File: src/rtl/pacman_pkg.sv
// Shared types and constants for the pacman ROM download path.
// The load FSM state type lives here so the controller and any monitors agree on it.
package pacman_pkg;

  typedef enum logic [2:0] {
    BOOT,
    LOAD,
    HOLD,
    RUN,
    ERROR
  } load_state_t;

  localparam int unsigned DN_ADDR_W      = 16;
  localparam logic [16:0] ROM_MIN_SIZE   = 17'h08000;
  localparam logic [16:0] BYTE_COUNT_MAX = 17'h1FFFF;

endpackage

File: src/rtl/reset_stretch.sv
// Loadable down-counter that keeps the core in reset for HOLD_CYC cycles.
// busy stays high until the count has drained to zero.
module reset_stretch #(
  parameter int unsigned HOLD_CYC = 1024
) (
  input  logic clk_sys,
  input  logic reset,
  input  logic load,
  input  logic dec,
  output logic busy
);

  localparam int unsigned CNT_W = (HOLD_CYC > 1) ? $clog2(HOLD_CYC) : 1;

  logic [CNT_W-1:0] count;

  // NOTE: clocked state uses non-blocking assignments so every register samples pre-edge values.
  always_ff @(posedge clk_sys) begin
    if (reset) begin
      count <= '0;
    end else if (load) begin
      count <= CNT_W'(HOLD_CYC - 1);
    end else if (dec && (count != '0)) begin
      count <= count - CNT_W'(1);
    end
  end

  assign busy = (count != '0);

endmodule

File: src/rtl/rom_load_ctrl.sv
// Sequences the hps_io ROM download into the pacman dn_* port and owns core_reset.
// The core is held in reset until a full-size image has arrived, then for HOLD_CYC cycles.
module rom_load_ctrl
  import pacman_pkg::*;
#(
  parameter int unsigned ADDR_W   = DN_ADDR_W,
  parameter logic [16:0] MIN_SIZE = ROM_MIN_SIZE,
  parameter int unsigned HOLD_CYC = 1024
) (
  input  logic              clk_sys,
  input  logic              reset,
  input  logic              ioctl_download,
  input  logic              ioctl_wr,
  input  logic [24:0]       ioctl_addr,
  input  logic [7:0]        ioctl_dout,
  input  logic              user_reset,
  output logic              core_reset,
  output logic              dn_wr,
  output logic [ADDR_W-1:0] dn_addr,
  output logic [7:0]        dn_data,
  output logic              loaded,
  output logic              load_err,
  output logic [16:0]       byte_count
);

  localparam logic [25:0] ADDR_LIM = 26'(1) << ADDR_W;

  load_state_t state, next_state;
  logic        dl_q;
  logic        start_ev, end_ev, accept;
  logic        hold_load, hold_busy;

  assign start_ev = ioctl_download & ~dl_q;
  assign end_ev   = ~ioctl_download & dl_q;
  assign accept   = ioctl_wr & ioctl_download & ({1'b0, ioctl_addr} < ADDR_LIM);

  reset_stretch #(.HOLD_CYC(HOLD_CYC)) u_stretch (
    .clk_sys (clk_sys),
    .reset   (reset),
    .load    (hold_load),
    .dec     (state == HOLD),
    .busy    (hold_busy)
  );

  always_ff @(posedge clk_sys) begin
    if (reset) state <= BOOT;
    else       state <= next_state;
  end

  // NOTE: every output of this block gets a default first so no path can infer a latch.
  always_comb begin
    next_state = state;
    hold_load  = 1'b0;
    if (start_ev) begin
      next_state = LOAD;
    end else begin
      case (state)
        BOOT, ERROR: ;
        LOAD: begin
          if (end_ev) begin
            if (byte_count >= MIN_SIZE) begin
              next_state = HOLD;
              hold_load  = 1'b1;
            end else begin
              next_state = ERROR;
            end
          end
        end
        HOLD: begin
          if (user_reset)      hold_load  = 1'b1;
          else if (!hold_busy) next_state = RUN;
        end
        RUN: begin
          if (user_reset) begin
            next_state = HOLD;
            hold_load  = 1'b1;
          end
        end
        default: next_state = BOOT;
      endcase
    end
  end

  // Status outputs decode next_state so they change on the same edge as the state.
  always_ff @(posedge clk_sys) begin
    if (reset) begin
      dl_q       <= 1'b0;
      core_reset <= 1'b1;
      loaded     <= 1'b0;
      load_err   <= 1'b0;
      dn_wr      <= 1'b0;
      dn_addr    <= '0;
      dn_data    <= '0;
      byte_count <= '0;
    end else begin
      dl_q       <= ioctl_download;
      core_reset <= (next_state != RUN);
      dn_wr      <= accept;
      if (accept) begin
        dn_addr <= ioctl_addr[ADDR_W-1:0];
        dn_data <= ioctl_dout;
      end
      if (start_ev) begin
        byte_count <= accept ? 17'd1 : 17'd0;
      end else if (accept && (byte_count != BYTE_COUNT_MAX)) begin
        byte_count <= byte_count + 17'd1;
      end
      case (next_state)
        LOAD: begin
          loaded   <= 1'b0;
          load_err <= 1'b0;
        end
        RUN:  loaded <= 1'b1;
        ERROR: begin
          loaded   <= 1'b0;
          load_err <= 1'b1;
        end
        default: ;
      endcase
    end
  end

endmodule

File: config.mk
export PLATFORM = sky130hd
export DESIGN_NAME = rom_load_ctrl
export DESIGN_NICKNAME = d
export VERILOG_FILES = /design/src/rtl/pacman_pkg.sv /design/src/rtl/reset_stretch.sv /design/src/rtl/rom_load_ctrl.sv
export SDC_FILE = /design/constraint.sdc
export NUM_CORES = 1
export LEC_CHECK = 0
export ABC_CLOCK_PERIOD_IN_PS = 2430
export CAP_MARGIN = 20
export CORE_MARGIN = 3
export CORE_UTILIZATION = 30
export DETAILED_ROUTE_END_ITERATION = 10
export PLACE_DENSITY = 0.6
export SYNTH_ARGS = -nofsm -noshare
export SYNTH_HDL_FRONTEND = slang
export SYNTH_HIERARCHICAL = 1
export SYNTH_SLANG_ARGS = --single-unit
File: constraint.sdc
create_clock -name clk_sys -period 2.43 [get_ports clk_sys]
set_clock_uncertainty 0.2 [all_clocks]
set_input_delay 0.6075 -clock clk_sys [delete_from_list [all_inputs] [get_ports clk_sys]]
set_output_delay 0.6075 -clock clk_sys [all_outputs]
set_load 0.005 [all_outputs]
Word-level counts from Yosys, hierarchy flattened. Cells that the tools add are included.

$add $sub $neg: 2. Order comparisons: 2. Equal/unequal tests: 9. Muxes and demuxes: 19. Bitwise operators: 6. Reductions and logical operators: 11.

Operators with widths (count): two-way mux 17 bit (2); less-than comparator 25 x 17 -> 1 bit, second input constant (1); two-way mux 10 bit (2); two-way mux 3 bit (6); adder 17 x 1 -> 17 bit, second input constant (1); greater-or-equal comparator 17 x 16 -> 1 bit, second input constant (1); inequality test 17 bit, second input constant (1); case mux 3 bit (4 select lines) (1); nonzero test 10 bit (1); subtractor 10 x 1 -> 10 bit, second input constant (1); equality test 3 x 2 -> 1 bit, second input constant (3); nonzero test 2 bit (4); equality test 3 x 1 -> 1 bit, second input constant (2); equality test 3 bit, second input constant (2); case mux 1 bit (2 select lines) (3); OR reduction 2 bit (3); two-way mux 1 bit (5); bitwise AND 1 bit (4); zero test 3 bit (1); inequality test 3 x 2 -> 1 bit, second input constant (1); logical AND 1 bit (2); inverter 1 bit (2).

Flip-flop bits (word level): 59. Input bits: 38. Output and inout bits: 45. Word-level logic and storage cells: 59.

Longest topological paths before layout.
Word-level depth: 8. Gate-level depth with buffers: 9. Depth with buffers taken out: 8.

Hierarchy. Netlist, hierarchy kept.

By module, submodules not included: rom_load_ctrl (times used 1, cells each 264, area each 2188.3 um^2, sequential area each 980.9 um^2); reset_stretch (times used 1, cells each 60, area each 543.0 um^2, sequential area each 200.2 um^2).

Worst setup path before layout. Ideal clock, no wire load.

Kind: input -> register. From: in ioctl_addr[19]. To: reg byte_count[13]. Setup time: 72 ps. Arrival: 2287 ps. Required time: 2158 ps. Slack: -128 ps. Stages: 5. Buffers on the path: 1. Path through: or4_4 > or4_4 > buf_6 > a211oi_1 > mux2i_1.

Word-level cells in the longest chain between the ends: 4.

RTL lines: start: declaration (line rom_load_ctrl.sv:14) `input logic [24:0] ioctl_addr,`; less-than comparator 25 x 17 -> 1 bit (line rom_load_ctrl.sv:35) `assign accept = ioctl_wr & ioctl_download & ({1'b0, ioctl_addr} < ADDR_LIM);`; bitwise AND 1 bit (line rom_load_ctrl.sv:35); logical AND 1 bit (line rom_load_ctrl.sv:105) `end else if (accept && (byte_count != BYTE_COUNT_MAX)) begin`; nonzero test 2 bit (no line); end signal: assignment (line rom_load_ctrl.sv:104) `byte_count <= accept ? 17'd1 : 17'd0;`; end signal: assignment (line rom_load_ctrl.sv:106) `byte_count <= byte_count + 17'd1;`; end: declaration (line rom_load_ctrl.sv:23) `output logic [16:0] byte_count`.

No other way between the ends. A chain may end at the register's enable or synchronous reset.

Final worst setup path.
From: in ioctl_addr[22]. To: reg byte_count[2].

Same word-level chain as after synthesis.

==> impl_metrics.tcl <==
set metrics [dict create \
    ys.flop_type "dfxtp_1" \
    ant_nets 0 \
    post-route-min-period_ps 2410 \
    clock_latency_ps 340 \
    syn_to_final_growth_pct 53.4 \
    dr_wl_met2_mm 3.31 \
    critPathKind "in -> reg" \
    worstHoldPathType "reg -> reg" \
    ys_async_sr_fraction_pct 0 \
    synth_area_leaders "dfxtp_1 (43%), nand2_1 (9.8%), a21oi_1 (6.6%), mux2i_1 (3.7%), or3_1 (2.3%)" \
    final_cell_mix "clkdlybuf4s50_1 (73), nand2_1 (71), dfxtp_1 (59), buf_4 (44), a21oi_1 (36)" \
    r2r_end "byte_count[7]" \
    grt_pass1_vias 2751 \
    synth.distinct_cells 48 \
    hold_slack_ps 255 \
    placed_area_mm2 0.00397 \
    placed_cells_incl_taps 543 \
    fin_area_mm2 0.00419 \
    finalSetupTns_ps 0 \
    tightestPinTransition_ps 433 \
    outcome "finished clean" \
    antenna_found_initial 0 \
    yosysWarnings 6 \
    syn_area_mm2 0.00273 \
    stdcell_count 561 \
    crit_start "ioctl_addr[22]" \
    rsz0062_at_grt "no" \
    yosysTopAreaCell "dfxtp_1" \
    ios 83 \
    vias_per_cell 5.04 \
    finalCritPeriodShare_pct 99.0 \
    pre_cts_slack_ps -559 \
    p_per_area_mw_per_mm2 483 \
    grt_pass1_wl_mm 12.6 \
    ys_ff_latch 59 \
    grt_overflow 0 \
    hold_viol 0 \
    clkSlewWorstSetupHoldPaths_ps 80 \
    postSynthAreaPerCell_um2 8.43 \
    maxCapViolations 0 \
    ys_seq_area_share_pct 43.2 \
    worstSetupEndpoint "byte_count[2]" \
    root_buffer "clkbuf_8" \
    dp_hpwl_mm 5.36 \
    crit_fanout 5 \
    die-area_mm2 0.0103 \
    initial_core_util_pct 31.2 \
    fmax_mhz 416 \
    h-tree-depth 3 \
    end_kind "flop" \
    first_iter_violations 109 \
    synth.top_cell.area_share_pct 43.2 \
    worst_r2r_path_depth 8 \
    cts_num_sinks 59 \
    arrival_ps 2490 \
    timing.critical_path.mode_cell "or4_4" \
    syn-num-nets 366 \
    reg2reg_from "byte_count[5]" \
    drt-pass1-iter-count 4 \
    ir_drop_v 0.000334 \
    grt_max_degree 41 \
    rrSetupSlack_ps 110 \
    numCtsBuffers 9 \
    slew_headroom_pct 71.1 \
    clk_path_buf_depth 2 \
    ctsHoldBuffers 0 \
    wl_mm 7.63 \
    cts_tree "done" \
    syn_inst 324 \
    setup_ws_ps 24.9 \
    fp-row-count 34 \
    nets 490 \
    topRoutingLayerUsed "met4" \
    synth-edff-count 0 \
    post_cts_buffers 0 \
    final-setup-viol-count 0 \
    die_w_um 101 \
    antenna_cells 0 \
    gr-usage-all-layers_pct 15.2 \
    drc 0 \
    vias 2826 \
    required_ps 2510 \
    cp_cell_sequence "dlygate4sd2_1 -> or4_4 -> or4_4 -> or3_1 -> a21oi_1" \
    cpPeakStageDelay_ps 620 \
    cp-start-kind "input pin" \
    core_area_mm2 0.00876 \
    leakage_nw 1.51 \
    wl_per_cell_um 13.6 \
    numPortBuffers 82 \
    power.total_mw 2.02 \
    drive_above_1_share_pct 18.5 \
    wl_met1_mm 3.54 \
    final_common_cell "clkdlybuf4s50_1" \
    finish.utilization_pct 47.8 \
    final-max-slew-violation-count 0 \
    die_h_um 101 \
    gp_congestion 0.804 \
    wl_met3_um 644 \
    crit_slowest_cell "or4_4" \
]
-- metal layers --
metal  global-route usage [%]  vias to the layer above
met4                     5.21                        0
met2                     22.9                       86
met3                     6.82                       14
met1                     19.3                     1316
met5                        0                        -
li1                         -                     1410
-- cells in the mapped netlist (all sizes together), types with 2 or more instances --
cell type and count:
a2111o 5, a211oi 8, a21oi 36, a31oi 3, and2 2, and4 4, buf 4, clkbuf 12
dfxtp 59, ha 4, inv 13, mux2i 10, nand2 71, nand2b 4, nand3 4, nand3b 2
nand4 6, nor2 12, nor2b 5, nor3 10, nor4 2, o2111ai 6, o211ai 4, o21ai 5
or2 3, or3 11, or4 3, xnor2 2
-- repair_timing --
item                                    4_1_cts  5_1_grt
endpoints found under the setup margin       36        1
pin swaps                                     5        4
gates cloned                                  2        0
resized for setup                            11        0
-- sequential cells by signal (all words and copies together), names as in the netlist --
signal,cells
dl_q,1
core_reset,1
u_stretch/count,10
state,3
byte_count,17
dn_wr,1
dn_addr,16
dn_data,8
load_err,1
loaded,1
-- worst min-delay path by stage --
stage	to	cells after the start	slack, ps	from
CTS	dn_data[0]	2	260	dn_data[0]
finish	dn_addr[10]	2	260	dn_addr[10]
global route	dn_addr[10]	2	270	dn_addr[10]
detailed placement	dn_addr[2]	2	250	dn_addr[2]
global placement	dn_addr[10]	2	240	dn_addr[10]
floorplan	load_err	2	250	load_err
-- cells by family (layout without fill, tap and decap cells) --
kind of cell	after synthesis	count (layout)	share of synthesized area, %
compound gates	76	76	18.8
xor+xnor	2	2	0.641
fa+ha+maj	4	4	1.83
buf+inv	30	157	4.67
flops	59	59	43.2
mux	11	11	4.08
simple gates	142	144	26.7
-- report_power, final --
| part | leakage (nW) | total [mW] | switching (mW) | internal (mW) |
|---|---|---|---|---|
| Clock | 0.0998 | 0.924 | 0.444 | 0.480 |
| Sequential | 0.476 | 0.972 | 0.00345 | 0.969 |
| Combinational | 0.933 | 0.129 | 0.0550 | 0.0735 |
| Total | 1.51 | 2.02 | 0.502 | 1.52 |
-- layout make-up --
| cell class | instances | area [µm²] |
|---|---|---|
| Fill cell | 860 | 4570 |
| Multi-Input combinational cell | 237 | 1460 |
| Sequential cell | 59 | 1180 |
| Timing Repair Buffer | 127 | 1160 |
| Tap cell | 108 | 135 |
| Clock buffer | 9 | 124 |
| Clock inverter | 7 | 77.6 |
| Inverter | 14 | 52.6 |
-- worst max-delay path, delay by kind of cell --
kind	cells	cell delay (ps)
buf+inv	1	230
simple gates	3	1520
compound gates	1	130
(Power assumes the default switching activity.)
